**src/rtl/alu_pkg.sv**
```systemverilog
// rtl/alu_pkg.sv - shared ALU defaults, sequencer states and counter sizing
package alu_pkg;

  localparam int WIDTH_DEF = 4;
  localparam int OUT_W_DEF = 8;

  typedef enum logic [1:0] {
    IDLE  = 2'd0,
    SHIFT = 2'd1,
    DONE  = 2'd2
  } state_e;

  // The bit counter must be able to hold WIDTH itself, the terminal count.
  function automatic int cnt_width(input int w);
    return $clog2(w + 1);
  endfunction

  localparam int CNT_W_DEF = cnt_width(WIDTH_DEF);

endpackage

```
**src/rtl/serial_fs_cell.sv**
```systemverilog
// rtl/serial_fs_cell.sv - one-bit full subtractor; adds when SEQ_SUB_ADD_MODE_EN and mode=1
module serial_fs_cell (
  input  logic x,
  input  logic y,
  input  logic bin,
  input  logic mode,
  output logic d,
  output logic bout
);

  logic sub_bout;

  assign d        = x ^ y ^ bin;
  assign sub_bout = (~x & y) | (~(x ^ y) & bin);

`ifdef SEQ_SUB_ADD_MODE_EN
  logic add_cout;

  assign add_cout = (x & y) | (bin & (x ^ y));
  assign bout     = mode ? add_cout : sub_bout;
`else
  logic unused_mode;

  assign unused_mode = mode;
  assign bout        = sub_bout;
`endif

endmodule

```
**src/rtl/seq_subtractor.sv**
```systemverilog
// rtl/seq_subtractor.sv - bit-serial a-b with ALU flags and start/busy/done handshake
// Optional add mode (extra mode port) is built when SEQ_SUB_ADD_MODE_EN is defined.
module seq_subtractor
  import alu_pkg::*;
#(
  parameter int WIDTH = WIDTH_DEF,
  parameter int OUT_W = OUT_W_DEF
) (
  input  logic             clk,
  input  logic             rst_n,
  input  logic             start,
  input  logic [WIDTH-1:0] a,
  input  logic [WIDTH-1:0] b,
`ifdef SEQ_SUB_ADD_MODE_EN
  input  logic             mode,
`endif
  output logic             busy,
  output logic             done,
  output logic [OUT_W-1:0] out,
  output logic             borrow,
  output logic             zero,
  output logic             parity,
  output logic             sign,
  output logic             overflow
);

  localparam int CNT_W = cnt_width(WIDTH);

  state_e           state_q, state_d;
  logic [WIDTH-1:0] a_q, a_d, b_q, b_d;
  logic [WIDTH-1:0] diff_q, diff_d;
  logic [CNT_W-1:0] cnt_q, cnt_d;
  logic             bin_q, bin_d;
  logic             mode_q, mode_d;
  logic             mode_in;

  logic [OUT_W-1:0] out_q, out_d;
  logic             borrow_q, borrow_d;
  logic             zero_q, zero_d;
  logic             parity_q, parity_d;
  logic             sign_q, sign_d;
  logic             ovf_q, ovf_d;

  logic             cell_d, cell_bout;
  logic [OUT_W-1:0] res_out;
  logic             res_ovf;
  logic             a_msb, b_msb, d_msb;

`ifdef SEQ_SUB_ADD_MODE_EN
  assign mode_in = mode;
`else
  assign mode_in = 1'b0;
`endif

  serial_fs_cell u_cell (
    .x    (a_q[0]),
    .y    (b_q[0]),
    .bin  (bin_q),
    .mode (mode_q),
    .d    (cell_d),
    .bout (cell_bout)
  );

  // Operands are rotated, not shifted, so after WIDTH steps they are intact
  // again and their MSBs are available for the overflow rule.
  assign a_msb = a_q[WIDTH-1];
  assign b_msb = b_q[WIDTH-1];
  assign d_msb = diff_q[WIDTH-1];

  always_comb begin
    res_out              = '0;
    res_out[WIDTH-1:0]   = diff_q;
    for (int i = WIDTH; i < OUT_W; i++) begin
      res_out[i] = (mode_q && (i != WIDTH)) ? 1'b0 : bin_q;
    end
    if (mode_q) begin
      res_ovf = (a_msb == b_msb) && (d_msb != a_msb);
    end else begin
      res_ovf = (a_msb != b_msb) && (d_msb != a_msb);
    end
  end

  always_comb begin
    state_d  = state_q;
    a_d      = a_q;
    b_d      = b_q;
    diff_d   = diff_q;
    cnt_d    = cnt_q;
    bin_d    = bin_q;
    mode_d   = mode_q;
    out_d    = out_q;
    borrow_d = borrow_q;
    zero_d   = zero_q;
    parity_d = parity_q;
    sign_d   = sign_q;
    ovf_d    = ovf_q;

    unique case (state_q)
      IDLE: begin
        if (start) begin
          a_d     = a;
          b_d     = b;
          mode_d  = mode_in;
          diff_d  = '0;
          bin_d   = 1'b0;
          cnt_d   = '0;
          state_d = SHIFT;
        end
      end
      SHIFT: begin
        if (cnt_q == CNT_W'(WIDTH)) begin
          out_d    = res_out;
          borrow_d = bin_q;
          zero_d   = (diff_q == '0);
          parity_d = ^diff_q;
          sign_d   = d_msb;
          ovf_d    = res_ovf;
          state_d  = DONE;
        end else begin
          diff_d = {cell_d, diff_q[WIDTH-1:1]};
          bin_d  = cell_bout;
          a_d    = {a_q[0], a_q[WIDTH-1:1]};
          b_d    = {b_q[0], b_q[WIDTH-1:1]};
          cnt_d  = cnt_q + CNT_W'(1);
        end
      end
      DONE: begin
        state_d = IDLE;
      end
      default: begin
        state_d = IDLE;
      end
    endcase
  end

  always_ff @(posedge clk or negedge rst_n) begin
    if (!rst_n) begin
      state_q  <= IDLE;
      a_q      <= '0;
      b_q      <= '0;
      diff_q   <= '0;
      cnt_q    <= '0;
      bin_q    <= 1'b0;
      mode_q   <= 1'b0;
      out_q    <= '0;
      borrow_q <= 1'b0;
      zero_q   <= 1'b0;
      parity_q <= 1'b0;
      sign_q   <= 1'b0;
      ovf_q    <= 1'b0;
    end else begin
      state_q  <= state_d;
      a_q      <= a_d;
      b_q      <= b_d;
      diff_q   <= diff_d;
      cnt_q    <= cnt_d;
      bin_q    <= bin_d;
      mode_q   <= mode_d;
      out_q    <= out_d;
      borrow_q <= borrow_d;
      zero_q   <= zero_d;
      parity_q <= parity_d;
      sign_q   <= sign_d;
      ovf_q    <= ovf_d;
    end
  end

  assign busy     = (state_q != IDLE);
  assign done     = (state_q == DONE);
  assign out      = out_q;
  assign borrow   = borrow_q;
  assign zero     = zero_q;
  assign parity   = parity_q;
  assign sign     = sign_q;
  assign overflow = ovf_q;

endmodule

```
**config.mk**
```make
export PLATFORM = sky130hd
export DESIGN_NAME = seq_subtractor
export DESIGN_NICKNAME = d
export VERILOG_FILES = /design/src/rtl/alu_pkg.sv /design/src/rtl/serial_fs_cell.sv /design/src/rtl/seq_subtractor.sv
export SDC_FILE = /design/constraint.sdc
export NUM_CORES = 1
export LEC_CHECK = 0
export ABC_CLOCK_PERIOD_IN_PS = 4550
export CORE_ASPECT_RATIO = 0.8
export CORE_MARGIN = 4
export CORE_UTILIZATION = 45
export CTS_CLUSTER_DIAMETER = 200
export DETAILED_ROUTE_END_ITERATION = 16
export GPL_TIMING_DRIVEN = 0
export MAX_ROUTING_LAYER = met4
export PLACE_DENSITY = 0.8
export SKIP_CTS_REPAIR_TIMING = 1
export SLEW_MARGIN = 30
export SYNTH_ARGS = -nofsm -noshare
export SYNTH_HDL_FRONTEND = slang
export SYNTH_HIERARCHICAL = 1
export SYNTH_SLANG_ARGS = --single-unit
export TNS_END_PERCENT = 1
```
**constraint.sdc**
```tcl
create_clock -name clk -period 4.55 [get_ports clk]
set_input_delay 0.91 -clock clk [delete_from_list [all_inputs] [get_ports clk]]
set_output_delay 0.91 -clock clk [all_outputs]
set_load 0.05 [all_outputs]
```
# Word-level counts from Yosys, hierarchy flattened

Cells that the tools add are included.
W data, S select, Z words.

Add/subtract/negate cells: 1
Equality and inequality tests: 8
Mux-type cells: 18
Bitwise logic cells: 7
Reductions and logical operators: 9

Operator list:

| operator              | number |
|---|---|
| $mux W4               | 6 |
| $pmux W4 S2           | 3 |
| $mux W3               | 2 |
| $ne A2 B2 Y1 const B  | 3 |
| $pmux W3 S2           | 1 |
| $logic_not A4 Y1      | 1 |
| $mux W2               | 2 |
| $pmux W2 S2           | 1 |
| $reduce_and A2 Y1     | 2 |
| $reduce_bool A2 Y1    | 2 |
| $reduce_xor A4 Y1     | 1 |
| $add A3 B1 Y3 const B | 1 |
| $eq A3 B3 Y1 const B  | 1 |
| $reduce_and A3 Y1     | 1 |
| $and A1 B1 Y1         | 2 |
| $eq A2 B1 Y1 const B  | 1 |
| $eq A2 B2 Y1 const B  | 1 |
| $logic_not A2 Y1      | 1 |
| $mux W1               | 2 |
| $ne A1 B1 Y1          | 2 |
| $not A1 Y1            | 2 |
| $pmux W1 S2           | 1 |
| $xor A1 B1 Y1         | 2 |
| $logic_and A1 B1 Y1   | 1 |
| $or A1 B1 Y1          | 1 |

Register bits: 28
Bits of input ports: 11
Output and inout bits: 15
Word-level logic and storage cells: 55

# Longest topological paths before layout

Gate-level depths: netlist (run 1).

Depth in word-level cells: 6
Mapped depth: 6
Gate-level depth less buffers: 5

# Cells and area by module

Netlist (run 1), hierarchy kept.

Modules (own cells, without submodules):

| module         | instances | cells each | area an instance (um^2) | seq. area each (um^2) |
|---|---|---|---|---|
| seq_subtractor | 1         | 110        | 1261.2                  | 650.6 |
| serial_fs_cell | 1         | 4          | 31.3                    | 0.0 |

# Worst setup path before layout (run 1)

Ideal clock, no wire load.

Path type: register to output
Start point: register state_q[0]
End point: output done
Arrival: 1138 ps
Required time: 3640 ps
Path slack: 2502 ps
Stages on the path, launching flop included: 2
Cell sequence: dfrtp_1 nor2b_1

Word-level cells in the longest chain between the ends: 1

Ends and longest elaborated chain:

| element                | RTL line              | source |
|---|---|---|
| start, declared        | seq_subtractor.sv:29  | `state_e state_q, state_d;` |
| start signal, assigned | seq_subtractor.sv:152 | `state_q <= state_d;` |
| $eq A2 B2 Y1           | seq_subtractor.sv:169 | `assign done = (state_q == DONE);` |
| end, declared          | seq_subtractor.sv:18  | `output logic done,` |

No other way between the ends.

# Worst setup path in the final report (run 1)

Start point: register state_q[0]
End point: output busy

Word-level cells in the longest chain between the ends: 1

Ends and longest elaborated chain:

| element            | RTL line              | source |
|---|---|---|
| $reduce_bool A2 Y1 | seq_subtractor.sv:168 | `assign busy = (state_q != IDLE);` |
| end, declared      | seq_subtractor.sv:17  | `output logic busy,` |

No other way between the ends.

==> metrics, run 1 <==
type of origin of the critical path=register; Max Transition Viols Final=0; clk slew on worst S/H paths=140 ps; final core occ=between 50% and 60%; Worst Path Required=3640 ps; initial drt markers=9; PwrDens=835 nW/um^2; RePlAce Congestion=roughly 0.75; Slew HR=62.3%; Post-route DRC=0; CTS Buf Count=3; grt total ovfl=0; Hold Fails Final Rpt=0; wire length per cell=12.0 um; Avg Inst Size Synth=11.4 sq um; crit path max fanout=6; fin area=1630 sq um; Vias=864; placed cell area=around 1600 sq um; RSZ-0062 raised after global routing=false; Vias/cell=4.80; Crit. End Element=output pin; measured slew at the worst slew-check pin=566 ps; status=complete, no violations; die area=3790 sq um; share of cells above drive strength 1=a little over a fifth; Final period util=approximately 59%; Finish-stage setup viols=0; post-layout net count=159; Layout Skew=6.78 ps; TNS Setup=0 ps; IO Count=26; post-route insts no fill=between 150 and 200; mapped cell area=1290 sq um; hpwl dp=1690 um; antenna viol nets, final=0; Initial Util=47.0%; drt pass-1 iters=3; CTS tree=done; H-tree depth=1; initial antenna violation count=0; fmax=approximately 370 MHz; Die Y=55.9 um; largest net degree at the start of global routing=27; Syn Inst Count=113; clk root buf=clkbuf_4; Hold Path Class=reg2reg; final wirelength=2150 um; worst skew pair latency=320 ps; ANT cells=0; total track usage=12.9%; Rows=17; Max IR drop VDD=0.000416 V; Net Count, Synth=129; number of port buffers=25; max cap viols=0; Synth Warn #=6; Placed Instances=176; vias in the first global route=807; clk buf depth=2; WHS=493 ps; first-pass GRT wire length=about 3700 um; die width=67.8 um; synthesis-to-finish area growth=26.8%; arrival time worst endpoint=1800 ps; min cycle time layout=about 2700 ps; cell leakage power=approximately 0.78 nW; clk sink count=26; core area=2740 sq um; critical path class=reg2out
-- flip-flops by register name, indices dropped and copies added, names as in the netlist --
register and flops:
out 5, a_q 4, b_q 4, diff_q 4
cnt_q 3, state_q 2, bin_q 1, overflow 1
parity 1, zero 1
-- cell type report --
class,instances,area (sq um)
Buffer,9,62.6
Clock buffer,3,22.5
Clock inverter,1,30.0
Fill cell,244,1110
Inverter,12,45.0
Multi-Input combinational cell,66,531
Sequential cell,26,651
Tap cell,38,47.5
Timing Repair Buffer,25,245
-- cells in the final DEF, fill, tap and decap left out, drive strengths merged, types with 2 or more instances in the layout --
cell type and n:
clkdlybuf4s50 24, clkbuf 4, nor2b 4, o21ai 10, buf 9, mux2i 7
dfrtp 26, inv 12, nor2 2, mux2 16, ha 4, nand2 16
-- critical path, stage by stage (launching register included) --
cell and delay [ps]:
dfrtp_1 470, or2_2 310, clkdlybuf4s50_1 700
-- per-layer routing --
| layer | routed length [um] | track usage [%] | part of all wire, % | vias up |
|---|---|---|---|---|
| li1 | - | - | - | 422 |
| met1 | 941 | 17.1 | 44 | 420 |
| met2 | 1090 | 20.0 | 50 | 20 |
| met3 | 107 | 3.64 | 5.0 | 2 |
| met4 | 17 | 2.55 | 0.79 | 0 |
| met5 | 0 | - | 0 | - |
-- power breakdown --
group	switching, mW	leakage [nW]	total [mW]	internal [mW]
clock	0.0670	0.0279	0.156	0.0891
combinational	0.431	0.425	0.793	0.362
sequential	0.0748	0.325	0.415	0.340
-- stage by stage --
| step | setup slack [ps] | total power, mW |
|---|---|---|
| 2_1_floorplan | 2500 | 1.02 |
| 3_3_place_gp | 1920 | 1.19 |
| 3_5_place_dp | 1900 | 1.23 |
| 4_1_cts | 1820 | 1.38 |
| 5_1_grt | 1750 | 1.47 |
| 6_report | 1840 | 1.36 |
-- final timing paths --
path,startpoint,endpoint,slack (ps),depth (start not counted)
worst min-delay path,overflow,overflow,490,2
worst min register to register,overflow,overflow,490,2
worst max register to register,cnt_q[0],b_q[2],2720,5
min in group asynchronous,rst_n,diff_q[0],560,1
worst max-delay path,state_q[0],busy,1840,2
max in group asynchronous,rst_n,bin_q,3620,1
Note: power is estimated with default switching activity, not from simulation.
==> run 2, diff against run 1 <==
--- a/config.mk
+++ b/config.mk
@@ -5,7 +5,7 @@
 export SDC_FILE = /design/constraint.sdc
 export NUM_CORES = 1
 export LEC_CHECK = 0
-export ABC_CLOCK_PERIOD_IN_PS = 4550
+export ABC_CLOCK_PERIOD_IN_PS = 2200
 export CORE_ASPECT_RATIO = 0.8
 export CORE_MARGIN = 4
 export CORE_UTILIZATION = 45
@@ -13,7 +13,7 @@
 export DETAILED_ROUTE_END_ITERATION = 16
 export GPL_TIMING_DRIVEN = 0
 export MAX_ROUTING_LAYER = met4
-export PLACE_DENSITY = 0.8
+export PLACE_DENSITY = 0.83
 export SKIP_CTS_REPAIR_TIMING = 1
 export SLEW_MARGIN = 30
 export SYNTH_ARGS = -nofsm -noshare
==> constraint.sdc (replaced) <==
create_clock -name clk -period 2.2 [get_ports clk]
set_input_delay 0.44 -clock clk [delete_from_list [all_inputs] [get_ports clk]]
set_output_delay 0.44 -clock clk [all_outputs]
set_load 0.05 [all_outputs]
==> run 2 against run 1 <==
  * Non-clock buffer count did not move
  * Sequential power grew 110%
  * Clock power up 110%
  * Sequential cell count stayed put
  * Clock-buffer cell count unchanged
  * Via count rose by 0.12%
  * Highest routed layer unchanged
  * Setup slack worse by 1700 ps
  * Combinational power up 110%
==> metrics, run 2 (synthesis results as in run 1) <==
commonest non-fill, non-tap cell in the layout=dfrtp_1 (unchanged); GR Util met3=4.65% (was 3.64%); ANT cells=0 (unchanged); grt total ovfl=0 (unchanged); largest delay contributor family on the critical path=buffers and inverters (unchanged); Slew HR=62.8% (was 62.3%); Max IR drop VDD=0.000758 V (was 0.000416 V); Power, Total=2.84 mW (was 1.36 mW); CP cell instances=buf_4 > clkdlybuf4s50_1 (was or2_2 > clkdlybuf4s50_1); measured slew at the worst slew-check pin=558 ps (was 566 ps); Hold Fails Final Rpt=0 (unchanged); final wirelength=2380 um (was 2150 um); slowest CP cell=clkdlybuf4s50_1 (unchanged); combinational group share of total power=58.1% (was 58.2%); die area=3790 sq um (unchanged); Reg area=651 sq um (unchanged); Initial Util=47.0% (unchanged); H-tree depth=1 (unchanged); CTS tree=done (unchanged); initial drt markers=23 (was 9); Top Usage Layer GRT=met2 (unchanged); grt met2 use=23.3% (was 20.0%); post-layout net count=159 (unchanged); RSZ-0062 raised after global routing=false (unchanged); clock share of power=11.3% (was 11.4%); min cycle time layout=2050 ps; max reg flops=5 (unchanged); Post-route DRC=0 (unchanged); Fillers=242 (was 244); Finish-stage setup viols=0 (unchanged); status=complete, no violations (unchanged); post-route insts no fill=180 (unchanged); most frequent cells in the layout=26 x dfrtp_1, 18 x clkdlybuf4s50_1, 16 x nand2_1 (was 26 x dfrtp_1, 24 x clkdlybuf4s50_1, 16 x nand2_1); antenna viol nets, final=0 (unchanged); Hold Path Class=in2async (was reg2reg); clk sink count=26 (unchanged); switching share of total power=42.8% (was 42.0%); Rows=17 (unchanged); arrival time worst endpoint=1610 ps (was 1800 ps); Die Y=55.9 um (unchanged); first-pass GRT wire length=3970 um (was 3660 um); multi-input logic area=531 sq um (unchanged); Cell Int Power=1.63 mW (was 791 uW); worst skew pair latency=320 ps (about the same); clk buf depth=2 (unchanged); share of cells above drive strength 1=24.6% (was 21.8%); crit-path max cell delay=780 ps (was 700 ps); fin area=1630 sq um (about the same); vias in the first global route=905 (was 807); wire length per cell=13.2 um (was 12.0 um); final core occ=59.4% (was 59.6%); Layout Skew=9.33 ps (was 6.78 ps); met1 Use GR=16.5% (was 17.1%); initial antenna violation count=0 (unchanged); IO Count=26 (unchanged); Worst Path Required=1760 ps (was 3640 ps); critical path class=reg2out (unchanged); PwrDens=1750 nW/um^2 (was 835 nW/um^2); drt pass-1 iters=4 (was 3); CTS Buf Count=3 (unchanged); cell leakage power=0.806 nW (was 0.778 nW); Vias/cell=4.81 (was 4.80); WHS=82.5 ps (was 493 ps); Buf/Inv on CP=2 (was 1); total track usage=14.2% (was 12.9%); synthesis-to-finish area growth=26.4% (was 26.8%); type of origin of the critical path=register (unchanged); core area=2740 sq um (unchanged); RePlAce Congestion=0.758 (was 0.751); sequential power share=30.5% (was 30.4%); Crit. End Element=output pin (unchanged); max cap viols=0 (unchanged); die width=67.8 um (unchanged); Placed Instances=176 (unchanged); Max Transition Viols Final=0 (unchanged); Vias=865 (was 864); largest net degree at the start of global routing=27 (unchanged); placed cell area=1580 sq um (unchanged); clk root buf=clkbuf_4 (unchanged); number of port buffers=25 (unchanged); Sw Pwr=1.22 mW (was 573 uW); clk slew on worst S/H paths=140 ps (about the same); crit path max fanout=3 (was 6); fmax=about 490 MHz; Final period util=93.3%; hpwl dp=1900 um (was 1690 um)
[run 2: cell count changes in the layout (fill, tap and decap cells not counted), sizes merged]
cell           delta
buf               +4
clkdlybuf4s50     -6
dlymetal6s2s      +2
[run 2: through the flow]
stage / setup TNS [ps] / setup WS (ps)
2_1_floorplan: 0 / 570
3_3_place_gp: 0 / 61.4
3_5_place_dp: 0 / 32.1
4_1_cts: -74.5 / -52.1
5_1_grt: 0 / 30.6
6_report: 0 / 148
[run 2: worst paths after layout]
check | from | endpoint | slack, ps | depth (start not counted)
max in group asynchronous | rst_n | a_q[0] | 1740 | 1
worst min register to register | zero | zero | 490 | 2
worst min-delay path | rst_n | zero | 80 | 1
worst max register to register | cnt_q[0] | b_q[2] | 360 | 5
min in group clk | zero | zero | 490 | 2
worst max-delay path | out[3] | out[3] | 150 | 2
[run 2: layer usage]
metal / share of wire (%) / wire, um
met5: 0 / 0
met4: 1.8 / 42
met3: 6.4 / 153
met2: 51 / 1200
met1: 41 / 983
[run 2: power by group through the flow]
stage / sequential, mW / clock (mW) / combinational, mW
finish: 0.867 / 0.323 / 1.65
global route: 0.901 / 0.357 / 1.79
CTS: 0.871 / 0.335 / 1.69
detailed placement: 0.883 / 0 / 1.69
global placement: 0.857 / 0 / 1.60
floorplan: 1.06 / 0 / 1.05
[run 2: cell type report]
cell class / count / share of cell area [%]
Inverter: 12 / 2.76
Sequential cell: 26 / 39.9
Clock inverter: 1 / 1.84
Clock buffer: 3 / 1.38
Buffer: 9 / 3.84
Multi-Input combinational cell: 66 / 32.6
Timing Repair Buffer: 25 / 14.7
Tap cell: 38 / 2.92
[run 2: worst reg2reg max path, delay by kind of cell (launching register included)]
kind | cells | cell delay [ps]
fa+ha+maj | 1 | 250
buf+inv | 2 | 320
mux | 1 | 310
flops | 1 | 380
compound gates | 1 | 490
==> run 3, diff against run 2 <==
--- a/config.mk
+++ b/config.mk
@@ -5,7 +5,6 @@
 export SDC_FILE = /design/constraint.sdc
 export NUM_CORES = 1
 export LEC_CHECK = 0
-export ABC_CLOCK_PERIOD_IN_PS = 2200
 export CORE_ASPECT_RATIO = 0.8
 export CORE_MARGIN = 4
 export CORE_UTILIZATION = 45
==> results of run 3 <==
The final DEF is identical to that of run 2; final timing and power are the same.
